==> src/rtl/fp_normalizer_pkg.sv <==
// Shared FPU definitions for the post-add normalizer: widths, the exponent
// saturation value, the control state encoding and a sticky right-shift helper.
package fp_normalizer_pkg;

    localparam int EXP_W      = 8;
    localparam int FRAC_IN_W  = 26;
    localparam int FRAC_OUT_W = 25;

    localparam logic [EXP_W-1:0] EXP_MAX = 8'hFF;

    // Bit positions inside the raw significand.
    localparam int CARRY_BIT  = FRAC_IN_W - 1;
    localparam int HIDDEN_BIT = FRAC_IN_W - 2;

    typedef enum logic [1:0] {
        ST_IDLE  = 2'd0,
        ST_SHIFT = 2'd1,
        ST_DONE  = 2'd2
    } state_e;

    // Right shift by one that folds the two bits leaving the guard position
    // into the new guard bit, so no set bit below the LSB is ever lost.
    function automatic logic [FRAC_IN_W-1:0] shr_sticky(input logic [FRAC_IN_W-1:0] f);
        return {1'b0, f[FRAC_IN_W-1:2], f[1] | f[0]};
    endfunction

endpackage

==> src/rtl/fp_normalizer_if.sv <==
// Operand/result handshake bundle between an adder back end (master) and the
// normalizer (slave).
interface fp_normalizer_if;
    import fp_normalizer_pkg::*;

    // Producer side
    logic                  in_valid;
    logic                  in_ready;
    logic [EXP_W-1:0]      exp_in;
    logic [FRAC_IN_W-1:0]  frac_in;
    logic                  flush;

    // Consumer side
    logic                  out_valid;
    logic                  out_ready;
    logic [EXP_W-1:0]      exp_out;
    logic [FRAC_OUT_W-1:0] frac_out;
    logic                  zero;
    logic                  ovf;
    logic                  denorm;

    modport master (
        output in_valid, exp_in, frac_in, flush, out_ready,
        input  in_ready, out_valid, exp_out, frac_out, zero, ovf, denorm
    );

    modport slave (
        input  in_valid, exp_in, frac_in, flush, out_ready,
        output in_ready, out_valid, exp_out, frac_out, zero, ovf, denorm
    );

endinterface

==> src/rtl/fp_normalizer.sv <==
// Iterative significand normalizer: takes the raw exponent/significand of an
// add, walks the significand one position per cycle until the hidden bit is
// set (or the exponent bottoms out), and holds the result until consumed.
module fp_normalizer
    import fp_normalizer_pkg::*;
(
    input  logic          CLK,
    input  logic          nRST,
    fp_normalizer_if.slave bus
);

    state_e                 state_q, state_d;
    logic [EXP_W-1:0]       exp_q, exp_d;
    logic [FRAC_IN_W-1:0]   frac_q, frac_d;
    logic                   zero_q, zero_d;
    logic                   ovf_q, ovf_d;
    logic                   denorm_q, denorm_d;

    // Asserted in SHIFT when this cycle's action finishes the operand.
    logic                   step_done;
    logic                   accept;
    logic [FRAC_IN_W-1:0]   frac_shr;
    logic [EXP_W-1:0]       exp_inc;

    assign accept   = (state_q == ST_IDLE) && bus.in_valid;
    assign frac_shr = shr_sticky(frac_q);
    assign exp_inc  = exp_q + 8'd1;

    // State register.
    always_ff @(posedge CLK) begin
        if (!nRST) begin
            state_q <= ST_IDLE;
        end else begin
            state_q <= state_d;
        end
    end

    // Next-state logic; flush overrides every handshake.
    always_comb begin
        state_d = state_q;
        if (bus.flush) begin
            state_d = ST_IDLE;
        end else begin
            case (state_q)
                ST_IDLE:  if (bus.in_valid)  state_d = ST_SHIFT;
                ST_SHIFT: if (step_done)     state_d = ST_DONE;
                ST_DONE:  if (bus.out_ready) state_d = ST_IDLE;
                default:                     state_d = ST_IDLE;
            endcase
        end
    end

    // Datapath registers holding the operand under normalization and the flags.
    always_ff @(posedge CLK) begin
        if (!nRST) begin
            exp_q    <= '0;
            frac_q   <= '0;
            zero_q   <= 1'b0;
            ovf_q    <= 1'b0;
            denorm_q <= 1'b0;
        end else begin
            exp_q    <= exp_d;
            frac_q   <= frac_d;
            zero_q   <= zero_d;
            ovf_q    <= ovf_d;
            denorm_q <= denorm_d;
        end
    end

    // One normalization action per SHIFT cycle, checked in priority order.
    always_comb begin
        exp_d     = exp_q;
        frac_d    = frac_q;
        zero_d    = zero_q;
        ovf_d     = ovf_q;
        denorm_d  = denorm_q;
        step_done = 1'b0;

        if (!bus.flush) begin
            if (accept) begin
                exp_d    = bus.exp_in;
                frac_d   = bus.frac_in;
                zero_d   = 1'b0;
                ovf_d    = 1'b0;
                denorm_d = 1'b0;
            end else if (state_q == ST_SHIFT) begin
                if (exp_q == EXP_MAX) begin
                    // Inf/NaN encodings are passed through untouched.
                    step_done = 1'b1;
                end else if (frac_q == '0) begin
                    exp_d     = '0;
                    zero_d    = 1'b1;
                    step_done = 1'b1;
                end else if (frac_q[CARRY_BIT]) begin
                    if (exp_inc == EXP_MAX) begin
                        exp_d  = EXP_MAX;
                        frac_d = '0;
                        ovf_d  = 1'b1;
                    end else begin
                        exp_d  = exp_inc;
                        frac_d = frac_shr;
                    end
                    step_done = 1'b1;
                end else if (frac_q[HIDDEN_BIT]) begin
                    step_done = 1'b1;
                end else if (exp_q <= 8'd1) begin
                    // Cannot shift further without leaving the exponent range.
                    exp_d     = '0;
                    denorm_d  = 1'b1;
                    step_done = 1'b1;
                end else begin
                    frac_d = {frac_q[FRAC_IN_W-2:0], 1'b0};
                    exp_d  = exp_q - 8'd1;
                end
            end
        end
    end

    // Handshake and result outputs, all driven straight from registers.
    always_comb begin
        bus.in_ready  = (state_q == ST_IDLE);
        bus.out_valid = (state_q == ST_DONE);
        bus.exp_out   = exp_q;
        bus.frac_out  = frac_q[FRAC_OUT_W-1:0];
        bus.zero      = zero_q;
        bus.ovf       = ovf_q;
        bus.denorm    = denorm_q;
    end

    // The carry bit never survives to DONE, so it is not part of the result.
    logic unused_carry;
    assign unused_carry = frac_q[CARRY_BIT] & 1'b0;

endmodule

==> src/flat_wrapper.sv <==
// flat-port wrapper written by rule: the top's interface ports become plain ports
module fp_normalizer_flat import fp_normalizer_pkg::*;
  (CLK, nRST, bus_in_valid, bus_exp_in, bus_frac_in, bus_flush, bus_out_ready, bus_in_ready, bus_out_valid, bus_exp_out, bus_frac_out, bus_zero, bus_ovf, bus_denorm);
  fp_normalizer_if bus_i ();
  input  logic CLK;
  input  logic nRST;
  input wire logic [$bits(bus_i.in_valid)-1:0] bus_in_valid;
  input wire logic [$bits(bus_i.exp_in)-1:0] bus_exp_in;
  input wire logic [$bits(bus_i.frac_in)-1:0] bus_frac_in;
  input wire logic [$bits(bus_i.flush)-1:0] bus_flush;
  input wire logic [$bits(bus_i.out_ready)-1:0] bus_out_ready;
  output wire logic [$bits(bus_i.in_ready)-1:0] bus_in_ready;
  output wire logic [$bits(bus_i.out_valid)-1:0] bus_out_valid;
  output wire logic [$bits(bus_i.exp_out)-1:0] bus_exp_out;
  output wire logic [$bits(bus_i.frac_out)-1:0] bus_frac_out;
  output wire logic [$bits(bus_i.zero)-1:0] bus_zero;
  output wire logic [$bits(bus_i.ovf)-1:0] bus_ovf;
  output wire logic [$bits(bus_i.denorm)-1:0] bus_denorm;
  assign bus_i.in_valid = bus_in_valid;
  assign bus_i.exp_in = bus_exp_in;
  assign bus_i.frac_in = bus_frac_in;
  assign bus_i.flush = bus_flush;
  assign bus_i.out_ready = bus_out_ready;
  assign bus_in_ready = bus_i.in_ready;
  assign bus_out_valid = bus_i.out_valid;
  assign bus_exp_out = bus_i.exp_out;
  assign bus_frac_out = bus_i.frac_out;
  assign bus_zero = bus_i.zero;
  assign bus_ovf = bus_i.ovf;
  assign bus_denorm = bus_i.denorm;
  fp_normalizer u_core (.CLK(CLK), .nRST(nRST), .bus(bus_i));
endmodule
==> config.mk <==
export PLATFORM = sky130hd
export DESIGN_NAME = fp_normalizer_flat
export DESIGN_NICKNAME = d
export VERILOG_FILES = /design/src/rtl/fp_normalizer_pkg.sv /design/src/rtl/fp_normalizer_if.sv /design/src/rtl/fp_normalizer.sv /design/src/flat_wrapper.sv
export SDC_FILE = /design/constraint.sdc
export NUM_CORES = 1
export LEC_CHECK = 0
export ABC_AREA = 1
export ABC_CLOCK_PERIOD_IN_PS = 1790
export BUFFER_PORTS_ARGS = -buffer_cell sky130_fd_sc_hd__buf_4
export CORE_MARGIN = 1.5
export CORE_UTILIZATION = 51
export CTS_BUF_LIST = sky130_fd_sc_hd__clkbuf_4
export CTS_CLUSTER_DIAMETER = 100
export DETAILED_ROUTE_END_ITERATION = 8
export GPL_TIMING_DRIVEN = 0
export HOLD_SLACK_MARGIN = 0.02
export PLACE_DENSITY = 0.8
export SYNTH_ARGS = -nofsm -noshare
export SYNTH_HDL_FRONTEND = slang
export SYNTH_SLANG_ARGS = --single-unit
==> constraint.sdc <==
create_clock -name CLK -period 1.79 [get_ports CLK]
set_input_delay 0.358 -clock CLK [delete_from_list [all_inputs] [get_ports CLK]]
set_output_delay 0.358 -clock CLK [all_outputs]
set_load 0.01 [all_outputs]
==> results of run 1 <==
[state kept, by name, summed over array words and instances (netlist names)]
| register | count |
|---|---|
| u_core.bus.denorm | 1 |
| u_core.bus.exp_out | 8 |
| u_core.bus.ovf | 1 |
| u_core.bus.zero | 1 |
| u_core.frac_q | 26 |
| u_core.state_q | 2 |
[cells in the mapped netlist, types with 2 or more instances]
master,number
sky130_fd_sc_hd__a21oi_1,42
sky130_fd_sc_hd__buf_1,6
sky130_fd_sc_hd__buf_2,10
sky130_fd_sc_hd__buf_4,27
sky130_fd_sc_hd__buf_6,2
sky130_fd_sc_hd__clkbuf_1,6
sky130_fd_sc_hd__dfxtp_1,39
sky130_fd_sc_hd__ha_1,4
sky130_fd_sc_hd__inv_1,58
sky130_fd_sc_hd__inv_2,3
sky130_fd_sc_hd__nand2_1,152
sky130_fd_sc_hd__nand2_2,6
sky130_fd_sc_hd__nand2_4,2
sky130_fd_sc_hd__nand3_1,48
sky130_fd_sc_hd__nand4_1,5
sky130_fd_sc_hd__nor2_1,58
sky130_fd_sc_hd__nor2_4,7
sky130_fd_sc_hd__nor3_1,24
sky130_fd_sc_hd__o21ai_0,11
sky130_fd_sc_hd__o21ai_1,4
sky130_fd_sc_hd__o21bai_1,16
sky130_fd_sc_hd__xor2_1,3
[area by class of cell]
cell class                 instances  share of cell area
tap                               75             0.02067
buffer                            51             0.08405
sequential                        39              0.1758
clock inverter                     1            0.001102
inverter                          62             0.05263
multi-input combinational        392              0.4880
clock buffer                       7             0.01157
timing repair buffer              92              0.1662
[through the flow]
step	worst slack [ns]	utilization	cell area, um2	power (W)
after floorplan	0.06421	-	3219	0.001864
after global placement	-0.1709	0.6470	3876	0.002231
after detailed placement	-0.2436	0.6470	3876	0.002253
after CTS	-0.02075	0.7022	4207	0.002869
after global routing	-0.1661	0.7579	4541	0.003197
final	-0.07453	0.7579	4541	0.003022
[tightest hold or removal path: cells and delay by family]
family / cells / cell delay (ns)
and+or+nand+nor: 1 / 0.05
AOI/OAI and AO/OA: 1 / 0.05
buffers and inverters: 2 / 0.10
[where the power goes]
group,total (W),internal (W),switching (W)
logic,0.00142,0.000643,0.000780
clock network,0.000504,0.000184,0.000320
registers,0.00109,0.000959,0.000135
[path summary, 6_finish.rpt]
path                                      start                              to  slack [ns]
min reg2reg      u_core.bus.denorm$_SDFFE_PN0P_  u_core.bus.denorm$_SDFFE_PN0P_        0.47
max reg2reg  u_core.bus.exp_out[0]$_SDFFE_PN0P_  u_core.frac_q[20]$_SDFFE_PN0P_       -0.07
min                               bus_out_ready  u_core.state_q[1]$_SDFFE_PP0P_        0.24
max          u_core.bus.exp_out[0]$_SDFFE_PN0P_  u_core.frac_q[20]$_SDFFE_PN0P_       -0.07
[routing by layer]
metal | share of wire | wire length, um
met2 | 0.47 | 4976
met5 | 0 | 0
met4 | 0.028 | 298
met3 | 0.085 | 901
met1 | 0.42 | 4475
[logic make-up after synthesis]
| group | after synthesis | synth area share |
|---|---|---|
| simple gates | 307 | 0.4261 |
| buf+inv | 113 | 0.1718 |
| flops | 39 | 0.2426 |
| compound gates | 76 | 0.1330 |
| fa+ha+maj | 4 | 0.01555 |
| xor+xnor | 4 | 0.01089 |
[repair_timing]
item,4_1_cts,5_1_grt
buffers inserted,7,5
pin swaps,13,30
gates cloned,3,3
setup endpoints to repair,38,37
hold buffers,0,0
gates resized for setup,55,60
==> reports/summary.log, run 1 <==
INFO  synth          share_of_the_synthesized_area_in_the_top_cell_type=0.2426
INFO  clock_network  cts_buf_count=5
INFO  timing         finalHoldWorstSlack=0.2400ns
INFO  timing         timing.final.ws_setup=-0.07453ns
INFO  synth          number_of_synthesized_flops_with_an_enable_pin=0
INFO  synth          synth.lib_cells_used.distinct=32
INFO  routing        route.detailed.drc=0
INFO  hold_path      worstHoldPathType=in -> reg
INFO  final_layout   multi_input_area=0.002216mm2
INFO  status         violations=negative setup slack
INFO  final_layout   layout.cells.most_common=sky130_fd_sc_hd__nand2_1
INFO  global_routing gr-max-usage-layer=met2
INFO  global_routing grt_util_met1=0.4008
INFO  synth          postSynthRegisterBits=39
INFO  setup_path     critical_path.top_delay_family=simple AND/OR/NAND/NOR gates
INFO  global_routing grtUsageMet2=0.4732
INFO  synth          synth_area_leaders=sky130_fd_sc_hd__dfxtp_1, sky130_fd_sc_hd__nand2_1, sky130_fd_sc_hd__nand3_1
INFO  flow_run       reported_max_cap_violation_count=0
INFO  setup_path     crit_slowest_cell=sky130_fd_sc_hd__dfxtp_4
INFO  routing        vias=3968
INFO  setup_path     cp.depth=13
INFO  global_routing antenna_found_initial=0
INFO  setup_path     critical_path_peak_fanout=8
INFO  synth          yosysSeqAreaShare=0.2426
INFO  timing         tightest_slew=0.6840ns
INFO  synth          ys_async_sr_fraction=0
INFO  setup_path     worst_ep_required_time=2.06ns
INFO  clock_network  htree_levels=2
INFO  clock_network  deepest_clock_path_buffer_count=2
INFO  clock_network  cts.sink_count=39
INFO  global_routing grt_pass1_vias=3322
INFO  pwr            worst_ir_drop_vdd=0.4315mV
INFO  timing         setup_total_negative_slack=-0.1948ns
INFO  timing         drv_slew=0
INFO  routing        wirelength=10.65mm
INFO  setup_path     peak_per_stage_delay_on_the_critical_path=0.42ns
INFO  placement      buffer_ports.inserted=75
INFO  synth          syn_nets=586
INFO  floorplanning  rows=28
INFO  synth          synth.cell_area=0.003218mm2
INFO  final_layout   finalNonFillerCells=719
INFO  clock_network  cts_tree=built
INFO  global_routing globalRouteMet3Util=0.04945
INFO  placement      placedCellCount=693
INFO  setup_path     setup.worst_path.class=reg -> reg
INFO  synth          dominantRegCellSynth=sky130_fd_sc_hd__dfxtp_1
INFO  synth          post_synth_inst_count=543
INFO  routing        antenna_violating_nets_post_route=0
INFO  setup_path     critPathArrivalTime=2.13ns
INFO  synth          leading_area_contributor_after_synthesis=sky130_fd_sc_hd__dfxtp_1
INFO  routing        drtIter0Drc=415
INFO  global_routing wire_length_of_the_first_global_routing_pass=15.52mm
INFO  final_layout   layout.cells.most_common_list=sky130_fd_sc_hd__nand2_1, sky130_fd_sc_hd__buf_4, sky130_fd_sc_hd__inv_1, sky130_fd_sc_hd__nor2_1, sky130_fd_sc_hd__nand3_1
INFO  pwr            total_leakage_power=2.218nW
INFO  synth          synth.yosys.warnings=0
INFO  final_layout   syn_to_final_growth=41.10%
INFO  floorplanning  coreArea=0.005991mm2
INFO  setup_path     critical_path_endpoint_category=flop
INFO  timing         clock-skew-final=0.01678ns
INFO  clock_network  clk_transition_reported_paths=0.14ns
INFO  global_routing globalRoute.totalOverflow=0
INFO  global_routing globalRouteTotalUtil=0.2966
INFO  final_layout   insertedDiodeCount=0
INFO  placement      placer_congestion=0.8824
INFO  timing         report.final.hold_viol_count=0
INFO  timing         period_minus_slack=1.865ns
INFO  global_routing grt_max_degree=12
INFO  final_layout   final-seq-area=798.3um2
INFO  hold_path      holdPathStages=4
INFO  timing         maxSlewHeadroom=0.5440
INFO  routing        drt-wirelength-per-cell=14.81um
INFO  synth          synthesis.area_per_instance=5.926um2
INFO  timing         maxClockFrequency=536.3MHz
INFO  pwr            power_density=665.5mW/mm2
INFO  setup_path     worstSetupStartpointType=flop
INFO  floorplanning  die_height=82.44um
INFO  clock_network  clock_insertion_delay_worst_skew=0.37ns
INFO  floorplanning  initial_core_util=0.5372
INFO  status         outcome=finished, violations left
INFO  timing         rsz0062_at_grt=true
INFO  routing        dr_vias_cell=5.519
INFO  final_layout   drive_gt1_frac=0.3711
INFO  floorplanning  io_pins=77
INFO  setup_path     critical_path.cell_chain=ha_4 > nand2_4 > nand2_2 > nand2_2 > nor2_4 > nand3_2 > nor2_4 > nand2_4 > clkbuf_16 > nand3_1 > nand2_1 > nand2_1 > a21oi_1
INFO  timing         setup_viol_count_final=11
INFO  setup_path     path_buf_inv=1
INFO  floorplanning  floorplan.die_area=0.006796mm2
INFO  final_layout   layout.nets=686
INFO  routing        drt_pass1_iterations=5
INFO  timing         final_worst_path_period_share=1.042
INFO  final_layout   number_of_fill_cells=482
INFO  floorplanning  die_w=82.44um
INFO  placement      hpwl=6.957mm
INFO  clock_network  clock_tree.root_cell=sky130_fd_sc_hd__clkbuf_4
INFO  setup_path     r2r_cells=13
(Power assumes the default switching activity.)
==> run 2: changes to the inputs <==
==> constraint.sdc (replaced) <==
create_clock -name CLK -period 1.79 [get_ports CLK]
set_input_delay 0 -clock CLK [delete_from_list [all_inputs] [get_ports CLK]]
set_output_delay 0 -clock CLK [all_outputs]
set_load 0.01 [all_outputs]
==> reports/summary.log, run 2 (synthesis results as in run 1) <==
INFO  floorplanning  floorplan.die_area=0.006796mm2
INFO  status         outcome=finished, violations left
INFO  final_layout   largest-register=u_core.frac_q
INFO  routing        route.detailed.drc=0
INFO  timing         clock-skew-final=0.01337ns
INFO  placement      placement.cell_area=0.003876mm2
INFO  final_layout   final-seq-area=798.3um2
INFO  final_layout   largest_register_ffs=26
INFO  global_routing globalRoute.totalOverflow=0
INFO  pwr            power_density=651.6mW/mm2
INFO  routing        dr_vias_cell=5.512
INFO  clock_network  cts_buf_count=5
INFO  setup_path     critical_path_peak_fanout=8
INFO  final_layout   insertedDiodeCount=0
INFO  global_routing grt_max_degree=12
INFO  global_routing wire_length_of_the_first_global_routing_pass=16.04mm
INFO  timing         setup_total_negative_slack=-0.3014ns
INFO  setup_path     regToRegSetupSlack=-0.06ns
INFO  timing         maxClockFrequency=539.3MHz
INFO  pwr            worst_ir_drop_vdd=0.4359mV
INFO  final_layout   layout.cells.most_common_list=sky130_fd_sc_hd__nand2_1, sky130_fd_sc_hd__buf_4, sky130_fd_sc_hd__inv_1, sky130_fd_sc_hd__nor2_1, sky130_fd_sc_hd__dfxtp_1
INFO  clock_network  cts_tree=built
INFO  final_layout   finalNonFillerCells=735
INFO  timing         report.final.hold_viol_count=0
INFO  clock_network  deepest_clock_path_buffer_count=2
INFO  setup_path     r2r_cells=11
INFO  timing         maxSlewHeadroom=0.5009
INFO  timing         drv_slew=0
INFO  routing        wirelength=11.15mm
INFO  status         violations=negative setup slack
INFO  clock_network  clock_insertion_delay_worst_skew=0.37ns
INFO  final_layout   layout.nets=702
INFO  placement      buffer_ports.inserted=75
INFO  final_layout   syn_to_final_growth=48.33%
INFO  final_layout   number_of_fill_cells=435
INFO  global_routing globalRouteTotalUtil=0.3079
INFO  timing         timing.final.ws_setup=-0.06437ns
INFO  setup_path     setup.worst_path.class=reg -> reg
INFO  final_layout   drive_gt1_frac=0.3924
INFO  setup_path     worst_ep_required_time=2.04ns
INFO  clock_network  cts.sink_count=39
INFO  setup_path     critical_path_endpoint_category=flop
INFO  clock_network  clk_transition_reported_paths=0.14ns
INFO  timing         rsz0062_at_grt=true
INFO  timing         finalHoldWorstSlack=0.04338ns
INFO  timing         period_minus_slack=1.854ns
INFO  timing         final_worst_path_period_share=1.036
INFO  placement      hpwl=6.957mm
INFO  setup_path     worstSetupStartpointType=flop
INFO  floorplanning  die_w=82.44um
INFO  routing        antenna_violating_nets_post_route=0
INFO  setup_path     critPathArrivalTime=2.11ns
INFO  floorplanning  io_pins=77
INFO  floorplanning  initial_core_util=0.5372
INFO  timing         setup_viol_count_final=12
INFO  clock_network  htree_levels=2
INFO  floorplanning  die_height=82.44um
INFO  global_routing antenna_found_initial=0
INFO  global_routing grt_pass1_vias=3453
INFO  final_layout   final_cell_area=0.004773mm2
INFO  routing        drtIter0Drc=411
INFO  placement      placer_congestion=0.8824
INFO  pwr            total_leakage_power=2.300nW
INFO  timing         tightest_slew=0.7486ns
INFO  floorplanning  rows=28
INFO  clock_network  clock_tree.root_cell=sky130_fd_sc_hd__clkbuf_4
INFO  final_layout   multi_input_area=0.002286mm2
INFO  routing        drt_pass1_iterations=7
INFO  flow_run       reported_max_cap_violation_count=0
INFO  placement      placedCellCount=693
INFO  hold_path      holdPathStages=5
INFO  hold_path      worstHoldPathType=in -> reg
INFO  routing        vias=4051
INFO  floorplanning  coreArea=0.005991mm2
INFO  routing        drt-wirelength-per-cell=15.17um
INFO  final_layout   layout.cells.most_common=sky130_fd_sc_hd__nand2_1
run 2: cell types whose count changed in the layout (fill, tap and decap cells not counted), moves of 3 or more:
cell                            before  now
sky130_fd_sc_hd__nand3_1            33   27
sky130_fd_sc_hd__nand3_2            17   23
sky130_fd_sc_hd__nor3_1              9    5
sky130_fd_sc_hd__o21ai_2             1    4
sky130_fd_sc_hd__dlygate4sd3_1       0   14
sky130_fd_sc_hd__nor3_2             13   18
run 2: through the flow:
step	power, W	worst slack [ns]	utilization
global placement	0.002231	-0.1709	0.6470
finish	0.003110	-0.06437	0.7968
global route	0.003278	-0.1670	0.7968
detailed placement	0.002253	-0.2436	0.6470
CTS	0.002893	-0.02075	0.7256
floorplan	0.001864	0.06421	-
run 2: power breakdown:
part / leakage [nW] / total, W / switching [W] / internal, W
logic: 1.94 / 0.00151 / 0.000812 / 0.000693
registers: 0.325 / 0.00110 / 0.000137 / 0.000959
clock network: 0.0361 / 0.000508 / 0.000324 / 0.000184
total: 2.30 / 0.00311 / 0.00127 / 0.00184
run 2: final timing paths:
path                                           start                              to
setup reg to reg  u_core.bus.exp_out[0]$_SDFFE_PN0P_  u_core.frac_q[13]$_SDFFE_PN0P_
setup / recovery  u_core.bus.exp_out[0]$_SDFFE_PN0P_  u_core.frac_q[13]$_SDFFE_PN0P_
hold reg to reg       u_core.bus.denorm$_SDFFE_PN0P_  u_core.bus.denorm$_SDFFE_PN0P_
hold / removal                       bus_frac_in[21]  u_core.frac_q[21]$_SDFFE_PN0P_
run 2: what timing repair did:
| action | 4_1_cts | 5_1_grt |
|---|---|---|
| pin swaps | 13 | 34 |
| endpoints found under the setup margin | 38 | 37 |
| cloned | 3 | 5 |
| hold buffers | 14 | 0 |
| gates resized for setup | 55 | 83 |
| hold endpoints to repair | 14 | 0 |
| buffers inserted | 7 | 5 |
run 2: cell type report:
class                           instances  share of cell area
Inverter                               62             0.05007
Timing Repair Buffer                  108              0.1921
Multi-Input combinational cell        392              0.4789
Sequential cell                        39              0.1672
Clock inverter                          1            0.001048
Tap cell                               75             0.01966
Buffer                                 51             0.07995
Clock buffer                            7             0.01101
run 2: worst max-delay path, stage by stage (launching register included):
cell and delay (ns):
sky130_fd_sc_hd__dfxtp_4 0.40, sky130_fd_sc_hd__buf_6 0.13, sky130_fd_sc_hd__ha_4 0.15, sky130_fd_sc_hd__nor2_4 0.08, sky130_fd_sc_hd__nor2_2 0.04, sky130_fd_sc_hd__nand3_2 0.09
sky130_fd_sc_hd__nor2_2 0.04, sky130_fd_sc_hd__nand2_2 0.09, sky130_fd_sc_hd__nand3_4 0.19, sky130_fd_sc_hd__buf_8 0.20, sky130_fd_sc_hd__nor3_1 0.24, sky130_fd_sc_hd__a21oi_1 0.10
run 2: routing by layer:
layer,wire (um),GRT usage
met5,0,0
met4,182,0.1034
met3,1005,0.04615
met2,5502,0.5106
met1,4460,0.4055
